--- src/rtl/serial_sub_pkg.sv ---
// Shared types and sizing helpers for the bit-serial subtractor.
package serial_sub_pkg;

    typedef enum logic [1:0] {
        IDLE = 2'd0,
        RUN  = 2'd1,
        DONE = 2'd2
    } state_t;

    // Counter only has to reach WIDTH-1, so clog2(WIDTH) bits are enough for WIDTH >= 2.
    function automatic int CNT_W(input int width);
        return $clog2(width);
    endfunction

endpackage

--- src/rtl/serial_sub_full_subtractor_cell.sv ---
// One-bit full subtractor: d = a - b - br, with the borrow out of this bit position.
module full_subtractor_cell (
    input  logic a_i,
    input  logic b_i,
    input  logic br_i,
    output logic d_o,
    output logic br_next_o
);

    assign d_o       = a_i ^ b_i ^ br_i;
    assign br_next_o = (~a_i & b_i) | (~(a_i ^ b_i) & br_i);

endmodule

--- src/rtl/serial_subtractor.sv ---
// Bit-serial WIDTH-bit subtractor, LSB first, with a Start/Busy/Done handshake.
// Define SERIAL_SUB_OVERFLOW_EN to add the signed Overflow output.
module serial_subtractor
    import serial_sub_pkg::*;
#(
    parameter int WIDTH = 8
) (
    input  logic             clk,
    input  logic             rst,
    input  logic             Start,
    input  logic [WIDTH-1:0] A,
    input  logic [WIDTH-1:0] B,
    input  logic             BorrowIn,
    output logic             Busy,
    output logic             Done,
    output logic [WIDTH-1:0] Diff,
    output logic             BorrowOut
`ifdef SERIAL_SUB_OVERFLOW_EN
    ,
    output logic             Overflow
`endif
);

    localparam int             CW   = CNT_W(WIDTH);
    localparam logic [CW-1:0]  LAST = CW'(WIDTH - 1);

    state_t           state_q, state_d;
    logic [CW-1:0]    cnt_q, cnt_d;
    logic [WIDTH-1:0] a_sh_q, a_sh_d;
    logic [WIDTH-1:0] b_sh_q, b_sh_d;
    logic [WIDTH-1:0] res_q, res_d;
    logic [WIDTH-1:0] diff_q, diff_d;
    logic             br_q, br_d;
    logic             bout_q, bout_d;
    logic             cell_d, cell_br_next;
`ifdef SERIAL_SUB_OVERFLOW_EN
    logic             a_msb_q, a_msb_d;
    logic             b_msb_q, b_msb_d;
    logic             ov_q, ov_d;
`endif

    full_subtractor_cell u_cell (
        .a_i       (a_sh_q[0]),
        .b_i       (b_sh_q[0]),
        .br_i      (br_q),
        .d_o       (cell_d),
        .br_next_o (cell_br_next)
    );

    always_comb begin
        // NOTE: every next-state signal gets its hold value first, so no path can infer a latch.
        state_d = state_q;
        cnt_d   = cnt_q;
        a_sh_d  = a_sh_q;
        b_sh_d  = b_sh_q;
        res_d   = res_q;
        diff_d  = diff_q;
        br_d    = br_q;
        bout_d  = bout_q;
`ifdef SERIAL_SUB_OVERFLOW_EN
        a_msb_d = a_msb_q;
        b_msb_d = b_msb_q;
        ov_d    = ov_q;
`endif
        unique case (state_q)
            IDLE: begin
                if (Start) begin
                    a_sh_d  = A;
                    b_sh_d  = B;
                    br_d    = BorrowIn;
                    cnt_d   = '0;
                    state_d = RUN;
`ifdef SERIAL_SUB_OVERFLOW_EN
                    a_msb_d = A[WIDTH-1];
                    b_msb_d = B[WIDTH-1];
`endif
                end
            end
            RUN: begin
                a_sh_d = a_sh_q >> 1;
                b_sh_d = b_sh_q >> 1;
                res_d  = {cell_d, res_q[WIDTH-1:1]};
                br_d   = cell_br_next;
                cnt_d  = cnt_q + 1'b1;
                // The last bit is folded straight into Diff so it is valid on entry to DONE.
                if (cnt_q == LAST) begin
                    state_d = DONE;
                    diff_d  = {cell_d, res_q[WIDTH-1:1]};
                    bout_d  = cell_br_next;
`ifdef SERIAL_SUB_OVERFLOW_EN
                    ov_d    = (a_msb_q != b_msb_q) && (cell_d != a_msb_q);
`endif
                end
            end
            DONE:    state_d = IDLE;
            default: state_d = IDLE;
        endcase
    end

    always_ff @(posedge clk) begin
        if (rst) begin
            state_q <= IDLE;
            cnt_q   <= '0;
            a_sh_q  <= '0;
            b_sh_q  <= '0;
            res_q   <= '0;
            diff_q  <= '0;
            br_q    <= 1'b0;
            bout_q  <= 1'b0;
`ifdef SERIAL_SUB_OVERFLOW_EN
            a_msb_q <= 1'b0;
            b_msb_q <= 1'b0;
            ov_q    <= 1'b0;
`endif
        end else begin
            // NOTE: non-blocking assignments so every register samples pre-edge values.
            state_q <= state_d;
            cnt_q   <= cnt_d;
            a_sh_q  <= a_sh_d;
            b_sh_q  <= b_sh_d;
            res_q   <= res_d;
            diff_q  <= diff_d;
            br_q    <= br_d;
            bout_q  <= bout_d;
`ifdef SERIAL_SUB_OVERFLOW_EN
            a_msb_q <= a_msb_d;
            b_msb_q <= b_msb_d;
            ov_q    <= ov_d;
`endif
        end
    end

    assign Busy      = (state_q == RUN);
    assign Done      = (state_q == DONE);
    assign Diff      = diff_q;
    assign BorrowOut = bout_q;
`ifdef SERIAL_SUB_OVERFLOW_EN
    assign Overflow  = ov_q;
`endif

endmodule

--- config.mk ---
export PLATFORM = sky130hd
export DESIGN_NAME = serial_subtractor
export DESIGN_NICKNAME = d
export VERILOG_FILES = /design/src/rtl/serial_sub_pkg.sv /design/src/rtl/serial_sub_full_subtractor_cell.sv /design/src/rtl/serial_subtractor.sv
export SDC_FILE = /design/constraint.sdc
export NUM_CORES = 1
export LEC_CHECK = 0
export ABC_AREA = 1
export BUFFER_PORTS_ARGS = -buffer_cell sky130_fd_sc_hd__buf_2
export CAP_MARGIN = 0
export CORE_ASPECT_RATIO = 0.75
export CORE_MARGIN = 3
export CORE_UTILIZATION = 53
export CTS_CLUSTER_SIZE = 12
export DETAILED_ROUTE_END_ITERATION = 10
export PLACE_DENSITY = 0.76
export SYNTH_ARGS = -nofsm -noshare
export SYNTH_HDL_FRONTEND = slang
export SYNTH_SLANG_ARGS = --single-unit
--- constraint.sdc ---
create_clock -name clk -period 1.5 [get_ports clk]
set_clock_uncertainty 0.05 [all_clocks]
set_input_delay 0.15 -clock clk [delete_from_list [all_inputs] [get_ports clk]]
set_output_delay 0.15 -clock clk [all_outputs]
set_load 0.03 [all_outputs]
-- Word level (Yosys, flattened, before mapping)
Index checks and enable logic that the tools add are counted.
- flip-flop bits (word level): 39
- bits of input ports: 20
- output and inout port bits: 11
- word-level logic and storage cells: 37
- $add $sub $neg: 1
- equality and inequality tests: 5
- mux-type cells: 11
- bitwise logic cells: 7
- reductions and logical operators: 5
- operators by type and width (cell ; number):
    8-bit case mux with 2 select lines ; 2
    8-bit 2-to-1 mux ; 2
    3-bit case mux with 2 select lines ; 1
    2-bit AND reduction ; 3
    2-bit 2-to-1 mux ; 2
    2-bit case mux with 2 select lines ; 1
    3-bit by 1-bit adder with 3-bit output, second input constant ; 1
    3-bit equality test, second input constant ; 1
    3-bit 2-to-1 mux ; 1
    1-bit bitwise AND ; 2
    2-bit by 1-bit equality test with 1-bit output, second input constant ; 1
    2-bit equality test, second input constant ; 1
    2-bit zero test ; 1
    2-bit by 1-bit != test with 1-bit output, second input constant ; 1
    2-bit != test, second input constant ; 1
    1-bit inverter ; 2
    1-bit case mux with 2 select lines ; 1
    2-bit nonzero test ; 1
    1-bit XOR ; 2
    1-bit 2-to-1 mux ; 1
    1-bit OR ; 1

-- Logic depth before layout (Yosys ltp)
Gate-level depths: netlist (run 1).
- depth in word-level cells: 5
- gate-level depth with buffers: 7
- mapped depth without buffers: 7

-- By module
Synthesis (run 1) repeated with hierarchy kept, for this count alone.
- cells, all modules: 262
- area total of the unflattened synthesis: 1716.6 um^2
- modules (own cells, without submodules) (module ; instances ; cells each ; area an instance (um^2) ; sequential area each (um^2)):
    serial_subtractor ; 1 ; 258 ; 1685.4 ; 760.7
    full_subtractor_cell ; 1 ; 4 ; 31.3 ; 0.0

-- Least setup slack after synthesis (run 1)
Ideal clock, no wire load.
- path type: register to register
- from: register cnt_q[0]
- to: register diff_q[2] (netlist: Diff[2])
- setup time: 74 ps
- arrival time: 1105 ps
- data required time: 1376 ps
- slack: 271 ps
- cell stages (with the launch flop): 8
- buffers on the path: 0
- period minus slack after synthesis: 1229 ps
- cell sequence: dfxtp_1 -> ha_1 -> ha_1 -> inv_1 -> nor2_8 -> inv_2 -> nand3_1 -> o21ai_0
- longest elaborated chain between the ends: 2
- RTL lines (item ; line ; text):
    from (decl) ; serial_subtractor.sv:28 ; logic [CW-1:0] cnt_q, cnt_d;
    from (signal assigned) ; serial_subtractor.sv:118 ; cnt_q <= cnt_d;
    3-bit equality test ; serial_subtractor.sv:86 ; if (cnt_q == LAST) begin
    2-bit AND reduction (no source line) ; n/a ;
    to (signal assigned) ; serial_subtractor.sv:122 ; diff_q <= diff_d;
    to (decl) ; serial_subtractor.sv:32 ; logic [WIDTH-1:0] diff_q, diff_d;
Every way passes these cells.
A chain may end at the register's enable or synchronous reset.

-- Worst setup path in the final report (run 1)
- from: register state_q[0]
- to: output port Busy
- longest elaborated chain between the ends: 1
- RTL lines (item ; line ; text):
    from (decl) ; serial_subtractor.sv:27 ; state_t state_q, state_d;
    from (signal assigned) ; serial_subtractor.sv:117 ; state_q <= state_d;
    2-bit by 1-bit equality test with 1-bit output ; serial_subtractor.sv:133 ; assign Busy = (state_q == RUN);
    to (decl) ; serial_subtractor.sv:14 ; output logic Busy,
Every way passes these cells.

==> metrics.yaml, run 1 <==
yosysWarnings: 0
synth_top_area_frac: 0.446
crit_path_end_kind: "output pin"
grtUsageTotal: 0.190
syn_avg_cell_area_um2: 7.16
worst-path-max-fanout: 7
portBuffers: 30
synth_top_area_cell: "dfxtp_1"
max_cap_viol_count: 0
num_antenna_cells: 0
rows: 17
period_share: 0.909
dieHeight_um: 55.1
fillers: 265
synth.distinct_cells: 20
clock.fmax_ghz: 0.733
cts.sinks: 38
drc: 0
tns_ps: 0
min_period_ps: 1360
first_global_vias: 1263
static-leakage-power_uw: 0.00102
path_class: "register to output pin"
hold_ws_ps: 49.3
nNetsFinal: 293
clockBufferDepth: 2
initial_utilization: 0.568
worstPathRequired_ps: 1300
drive_gt1_frac: 0.225
arrival_ps: 1160
clk_latency_ps: 290
die_area_um2: 3940
syn-num-nets: 261
clk_pin_slew_worst_paths_ps: 70
post_dp_cell_area_um2: 1890
antenna_found_initial: 0
worst_pin_slew_ps: 197
setup_viol: 0
drt_wl_total_um: 3230
finalMaxSlewViolations: 0
synth.area.top_cells: "dfxtp_1 45%, nand2_1 13%, nor2_1 12%"
drtIter0Drc: 82
via_per_inst: 4.75
finalPower_uw: 2280
core_um2: 3000
pre_cts_ws_ps: 141
min_path_type: "input pin to register"
h-tree-depth: 2
multi_input_area_um2: 771
grt_overflow: 0
syn-cell-area_um2: 1700
fin_area_um2: 2010
num_io_pins: 31
fin_ws_ps: 137
grt_pass1_wl_um: 5640
cts_root_buf: "clkbuf_8"
final-hold-violation-count: 0
synth_cells: 238
tritoncts.num_buffers: 5
critPathLaunchType: "register"
die_w_um: 71.5
place.gp.congestion: 0.743
slew-limit-headroom: 0.868
cts_tree: "yes"
via_count: 1469
drtAntennaViolNets: 0
ys_seq_area_frac: 0.446
vdd_drop_max_uv: 1060
dp_hpwl_um: 2230
wire_per_inst_um: 10.4
outcome: "finished clean"
rsz0062_at_grt: "false"
grt_max_degree: 35
regArea_um2: 762
synth_seq_cells: 38
dr.pass1.iters: 4
syn2layout_area_growth_pct: 18.0
p_per_area_nw_per_um2: 1130
==> Yosys cell counts (all sizes together) <==
library cell,count
a21oi,8
dfxtp,38
ha,2
buf,10
clkbuf,1
inv,26
nor2,58
fa,1
nand3,4
nand2,61
o21ai,29
==> routing by layer <==
layer,GRT usage,vias to the layer above,routed length (µm),share of wire
met3,0.0451,5,176,0.055
met5,0,-,0,0
met2,0.306,26,1480,0.46
met4,0.103,0,55,0.017
li1,-,788,-,-
met1,0.239,650,1510,0.47
==> repair_timing <==
action                                  CTS  global route
endpoints found under the setup margin    1             2
gates resized for setup                   1             2
hold endpoints to repair                  0             0
hold buffers                              0             0
buffers inserted                          0             0
==> worst paths after layout <==
check	slack (ps)	depth (start not counted)	from	to
hold reg to reg	420	2	b_sh_q[7]$_SDFFE_PP0P_	b_sh_q[7]$_SDFFE_PP0P_
setup / recovery	140	3	state_q[0]$_SDFFE_PP0P_	Busy
hold / removal	50	3	A[7]	a_sh_q[7]$_SDFFE_PP0P_
setup reg to reg	180	6	cnt_q[0]$_SDFFE_PP0P_	Diff[2]$_SDFFE_PP0P_
==> stage by stage <==
stage           util  instances
2_1_floorplan      -        238
3_3_place_gp   0.631        301
3_5_place_dp   0.631        301
4_1_cts        0.669        309
5_1_grt        0.670        309
6_report       0.670        309
==> worst max-delay path, stage by stage (launching register included) <==
cell and delay (ps):
dfxtp_2 400, inv_2 60, nor2_4 170, buf_2 240
==> layout by cell type, fill, tap and decap left out <==
cell type,n
dfxtp_1,37
nor2_2,1
ha_1,2
clkbuf_8,5
clkinvlp_4,1
nand3_1,4
bufinv_16,1
o21ai_1,3
buf_12,2
dfxtp_2,1
inv_4,1
inv_2,1
nor2_8,1
nor2_4,1
buf_2,30
inv_1,24
nand2_2,1
fa_1,1
nand2_4,1
clkbuf_1,1
nand2_1,59
a21oi_1,8
o21ai_2,10
o21ai_0,16
buf_4,4
nor2_1,55
==> power by group <==
group / switching, µW / total (µW) / internal, µW / leakage (µW)
logic: 197 / 329 / 132 / 0.000654
clock network: 351 / 846 / 496 / 0.0000514
registers: 29.7 / 1100 / 1070 / 0.000312
==> flip-flops by register name, indices dropped and copies added, names as in the netlist <==
name and count:
res_q 7, a_sh_q 8, BorrowOut 1, Diff 8
b_sh_q 8, br_q 1, cnt_q 3, state_q 2
==> cells by family after synthesis <==
logic type	synth area share
AOI/OAI and AO/OA	0.131
adders and majority gates	0.0264
buffers and inverters	0.104
DFF	0.446
and+or+nand+nor	0.292
==> final cells by class <==
cell class                      instances  area share
Sequential cell                        38       0.379
Timing Repair Buffer                   36       0.110
Tap cell                               38      0.0236
Inverter                               26      0.0498
Clock inverter                          2      0.0187
Multi-Input combinational cell        163       0.383
Clock buffer                            6      0.0361
(Power assumes the default switching activity.)
==> run 2: changes to the inputs <==
--- a/config.mk
+++ b/config.mk
@@ -8,7 +8,7 @@
 export ABC_AREA = 1
 export BUFFER_PORTS_ARGS = -buffer_cell sky130_fd_sc_hd__buf_2
 export CAP_MARGIN = 0
-export CORE_ASPECT_RATIO = 0.75
+export CORE_ASPECT_RATIO = 0.9
 export CORE_MARGIN = 3
 export CORE_UTILIZATION = 53
 export CTS_CLUSTER_SIZE = 12
==> metrics.yaml, run 2 (synthesis gave the netlist of run 1 again) <==
outcome: "finished clean"
rows: 18  # +1
switching_share: 0.280  # +0.0266
path_class: "register to output pin"
initial_utilization: 0.587  # +0.0184
hold_ws_ps: 51.4  # +2.14 ps
final_cell_mix: "59 x nand2_1, 55 x nor2_1, 37 x dfxtp_1, 30 x buf_2, 24 x inv_1"
critPathLaunchType: "register"
max_cap_viol_count: 0  # unchanged
grt_max_degree: 35  # unchanged
worstPathRequired_ps: 1300  # about the same
min_path_type: "input pin to register"
clk_pin_slew_worst_paths_ps: 110  # +40 ps
finalMaxSlewViolations: 0  # unchanged
p_int_uw: 1380  # -19%
vdd_drop_max_uv: 627  # -41%
drt_wl_total_um: 3080  # -4.7%
fillers: 269  # +1.5%
slew-limit-headroom: 0.835  # -0.0334
fin_ws_ps: 41.2  # -95.4 ps
grt_overflow: 0  # unchanged
min_period_ps: 1460  # +95.4 ps
wire_per_inst_um: 9.82  # -5.9%
place.gp.congestion: 0.808  # +8.7%
finalPower_uw: 1920  # -16%
post_dp_cell_area_um2: 1890  # +0.13%
setup_viol: 0  # unchanged
via_per_inst: 4.58  # -3.8%
dr.pass1.iters: 4  # unchanged
fin_area_um2: 1970  # -2.0%
min_delay_path_depth: 5  # +2
drtAntennaViolNets: 0  # unchanged
via_count: 1432  # -2.5%
core_um2: 2910  # -3.1%
portBuffers: 30  # unchanged
clock.fmax_ghz: 0.686  # -6.5%
comb_power_share: 0.171  # +0.026
dp_hpwl_um: 2180  # -2.4%
pre_cts_ws_ps: 175  # +33.9 ps
clockBufferDepth: 2  # unchanged
cts_tree: "yes"
path_cells: "inv_2 -> nor2_2 -> buf_2"
first_global_vias: 1204  # -4.7%
crit_buf_inv: 2  # unchanged
use_met1: 0.219  # -0.0195
die_w_um: 65.8  # -8.0%
path_depth: 3  # unchanged
switchingPower_uw: 538  # -6.7%
nNetsFinal: 296  # +1.0%
final_common_cell: "nand2_1"
rr_worst_depth: 7  # +1
clkPwrFrac: 0.257  # -0.115
num_antenna_cells: 0  # unchanged
cts_setup_buffers: 0  # unchanged
final-hold-violation-count: 0  # unchanged
grtUsageTotal: 0.178  # -0.0111
syn2layout_area_growth_pct: 15.6
grt-busiest-layer: "met2"
cp_top_family: "flip-flops"
tns_ps: 0  # unchanged
die_area_um2: 3930  # -0.15%
cts_root_buf: "clkbuf_4"
dieHeight_um: 59.8  # +8.5%
worst_pin_slew_ps: 248  # +50.3 ps
num_io_pins: 31  # unchanged
drc: 0  # unchanged
crit_path_end_kind: "output pin"
seqPwrFrac: 0.572  # +0.088
antenna_found_initial: 0  # unchanged
p_per_area_nw_per_um2: 975  # -14%
worst-path-max-fanout: 6  # -1
period_share: 0.973  # +0.0636
h-tree-depth: 2  # unchanged
crit_path_top_delay_cell: "dfxtp_2"
met2_usage: 0.274  # -0.0321
static-leakage-power_uw: 0.00100  # -1.6%
tritoncts.num_buffers: 5  # unchanged
rsz0062_at_grt: "true"
drive_gt1_frac: 0.216  # -0.00898
clk_latency_ps: 350  # +60 ps
grt_pass1_wl_um: 5200  # -7.7%
drtIter0Drc: 71  # -13%
arrival_ps: 1260  # +100 ps
cts.sinks: 38  # unchanged
slowest_delay_ps: 410  # about the same
grtUsageMet3: 0.0620  # +0.0169
-- run 2: path summary, 6_finish.rpt --
kind                                              start                      to  slack (ps)
worst min register to register   a_sh_q[7]$_SDFFE_PP0P_  a_sh_q[7]$_SDFFE_PP0P_         420
worst max register to register    cnt_q[0]$_SDFFE_PP0P_    Diff[2]$_SDFFE_PP0P_         170
worst max-delay path            state_q[0]$_SDFFE_PP0P_                    Busy          40
worst min-delay path                               B[3]  b_sh_q[3]$_SDFFE_PP0P_          50
-- run 2: per-layer routing --
layer | part of all wire | up-vias
met5 | 0 | -
met2 | 0.42 | 24
met4 | 0.023 | 0
li1 | - | 795
met1 | 0.50 | 607
met3 | 0.054 | 6
-- run 2: worst register-to-register path, stage by stage, from the launching register on --
cell	delay [ps]
dfxtp_1	340
ha_1	200
ha_1	170
inv_1	150
nor2_8	80
inv_2	130
nand3_1	90
o21ai_0	70
-- run 2: through the flow --
step / instances / util
final: 313 / 0.678
after global routing: 313 / 0.678
after CTS: 313 / 0.678
after detailed placement: 303 / 0.652
after global placement: 303 / 0.652
after floorplan: 238 / -
-- run 2: area by class of cell --
| class | count | area (µm²) | area share |
|---|---|---|---|
| clock buffer | 7 | 45.0 | 0.0229 |
| multi-input combinational | 163 | 766 | 0.389 |
| tap | 40 | 50.0 | 0.0254 |
| inverter | 26 | 97.6 | 0.0495 |
| timing repair buffer | 39 | 250 | 0.127 |
| sequential | 38 | 762 | 0.387 |
-- run 2: timing repair --
| action | CTS | global route |
|---|---|---|
| endpoints found under the setup margin | 1 | 2 |
| resized for setup | 1 | 0 |
| hold endpoints to repair | 3 | 0 |
| hold buffers | 3 | 0 |
-- run 2: power by group through the flow --
| stage | clock (µW) | combinational, µW | sequential [µW] |
|---|---|---|---|
| 2_1_floorplan | 0 | 254 | 1120 |
| 3_3_place_gp | 0 | 322 | 1120 |
| 3_5_place_dp | 0 | 325 | 1120 |
| 4_1_cts | 511 | 332 | 1100 |
| 5_1_grt | 556 | 379 | 1110 |
| 6_report | 494 | 328 | 1100 |
==> run 3: changes to the inputs <==
--- a/config.mk
+++ b/config.mk
@@ -9,7 +9,7 @@
 export BUFFER_PORTS_ARGS = -buffer_cell sky130_fd_sc_hd__buf_2
 export CAP_MARGIN = 0
 export CORE_ASPECT_RATIO = 0.9
-export CORE_MARGIN = 3
+export CORE_MARGIN = 2
 export CORE_UTILIZATION = 53
 export CTS_CLUSTER_SIZE = 12
 export DETAILED_ROUTE_END_ITERATION = 10
==> metrics.yaml, run 3 (synthesis gave the netlist of run 1 again) <==
post_dp_cell_area_um2: 1900  # +0.53%
clk_pin_slew_worst_paths_ps: 110  # about the same
startpoint: "state_q[0]$_SDFFE_PP0P_"
via_per_inst: 4.54  # -0.78%
min_from: "Start"
switching_share: 0.268  # -0.0120
dr.pass1.iters: 4  # unchanged
tritoncts.num_buffers: 5  # unchanged
pre_cts_ws_ps: 190  # +14.9 ps
drive_gt1_frac: 0.229  # +0.0130
num_antenna_cells: 0  # unchanged
p_per_area_nw_per_um2: 1060  # +8.3%
layout.cells.non_filler: 317  # +1.3%
outcome: "finished clean"
portBuffers: 30  # unchanged
min_path_type: "input pin to register"
drtAntennaViolNets: 0  # unchanged
rows: 19  # +1
min_period_ps: 1390  # -65.2 ps
setup_viol: 0  # unchanged
final-hold-violation-count: 0  # unchanged
dieHeight_um: 57.8  # -3.3%
final_cell_mix: "59 x nand2_1, 55 x nor2_1, 37 x dfxtp_1, 30 x buf_2, 24 x inv_1"
p_int_uw: 1560  # +12%
fin_ws_ps: 106  # +65.2 ps
tns_ps: 0  # unchanged
seqPwrFrac: 0.518  # -0.054
slew-limit-headroom: 0.822  # -0.0127
static-leakage-power_uw: 0.00103  # +2.5%
worst-path-max-fanout: 5  # -1
worstPathRequired_ps: 1300  # about the same
nNetsFinal: 297  # +0.34%
period_share: 0.929  # -0.0434
path_class: "register to output pin"
drt_wl_total_um: 3110  # +1.0%
final_common_cell: "nand2_1"
r2r_end: "Diff[3]$_SDFFE_PP0P_"
critPathLaunchType: "register"
finalMaxSlewViolations: 0  # unchanged
grt_max_degree: 32  # -8.6%
clk_latency_ps: 350  # about the same
clkPwrFrac: 0.325  # +0.068
arrival_ps: 1190  # -70 ps
via_count: 1439  # +0.49%
cts_tree: "yes"
crit_end: "Busy"
num_io_pins: 31  # unchanged
crit_path_end_kind: "output pin"
vdd_drop_max_uv: 679  # +8.4%
grt_overflow: 0  # unchanged
dp_hpwl_um: 2200  # +1.1%
clockBufferDepth: 2  # unchanged
regToRegStartpoint: "cnt_q[0]$_SDFFE_PP0P_"
hold_ws_ps: 44.5  # -6.95 ps
drtIter0Drc: 117  # +65%
switchingPower_uw: 570  # +5.9%
core_um2: 3070  # +5.6%
dp.cells: 306  # +0.99%
wire_per_inst_um: 9.80  # -0.27%
die_w_um: 63.8  # -3.0%
rsz0062_at_grt: "false"
worst_pin_slew_ps: 267  # +19.3 ps
die_area_um2: 3690  # -6.3%
drc: 0  # unchanged
syn2layout_area_growth_pct: 18.1
antenna_found_initial: 0  # unchanged
fin_area_um2: 2010  # +2.2%
clock.fmax_ghz: 0.718  # +4.7%
first_global_vias: 1273  # +5.7%
cts_root_buf: "clkbuf_4"
r2r_slack_ps: 180  # about the same
h-tree-depth: 2  # unchanged
grtUsageTotal: 0.192  # +0.0136
max_cap_viol_count: 0  # unchanged
comb_power_share: 0.157  # -0.014
place.gp.congestion: 0.748  # -7.4%
rr_worst_depth: 7  # unchanged
grt_pass1_wl_um: 5460  # +5.0%
cts.sinks: 38  # unchanged
initial_utilization: 0.556  # -0.0309
run 3: cell count changes in the layout (fill, tap and decap cells not counted), sizes merged:
cell / delta
bufinv: +1
clkinv: +2
clkbuf: -2
buf: +1
run 3: what timing repair did:
item,CTS,global route
setup buffers,0,0
setup endpoints to repair,0,1
resized for setup,0,1
hold buffers,3,0
endpoints found under the hold margin,2,0
run 3: per-layer routing:
| layer | up-vias | global-route usage | wire [µm] |
|---|---|---|---|
| met2 | 31 | 0.287 | 1260 |
| met5 | - | 0 | 0 |
| met1 | 606 | 0.258 | 1620 |
| met4 | 0 | 0.0839 | 64 |
| met3 | 8 | 0.0602 | 158 |
| li1 | 794 | - | - |
run 3: per-stage QoR:
stage / utilization / power, µW
CTS: 0.656 / 2140
floorplan: - / 1370
detailed placement: 0.621 / 1450
finish: 0.656 / 2130
global route: 0.656 / 2250
global placement: 0.621 / 1450
run 3: area by class of cell:
type                    instances  area (µm²)
repair buffers                 40         258
well taps                      42        52.6
clock buffers                   5        37.5
fillers                       293        1050
multi-input cells             163         766
flip-flops and latches         38         762
inverters                      26        97.6
clock inverters                 3        40.0
run 3: how the worst min path moves through the flow:
stage	to	cells past startpoint
6_report	state_q[0]$_SDFFE_PP0P_	3
3_3_place_gp	a_sh_q[7]$_SDFFE_PP0P_	3
4_1_cts	state_q[0]$_SDFFE_PP0P_	3
2_1_floorplan	a_sh_q[7]$_SDFFE_PP0P_	2
5_1_grt	a_sh_q[1]$_SDFFE_PP0P_	5
3_5_place_dp	a_sh_q[7]$_SDFFE_PP0P_	3
run 3: power by group through the flow:
stage	clock, µW	combinational (µW)	sequential, µW
6_report	691	334	1100
3_5_place_dp	0	329	1120
3_3_place_gp	0	324	1120
4_1_cts	701	336	1100
5_1_grt	753	388	1110
2_1_floorplan	0	254	1120
run 3: worst max-delay path, stage by stage (launching register included):
cell	delay, ps
dfxtp_2	420
inv_2	50
nor2_2	160
buf_2	230
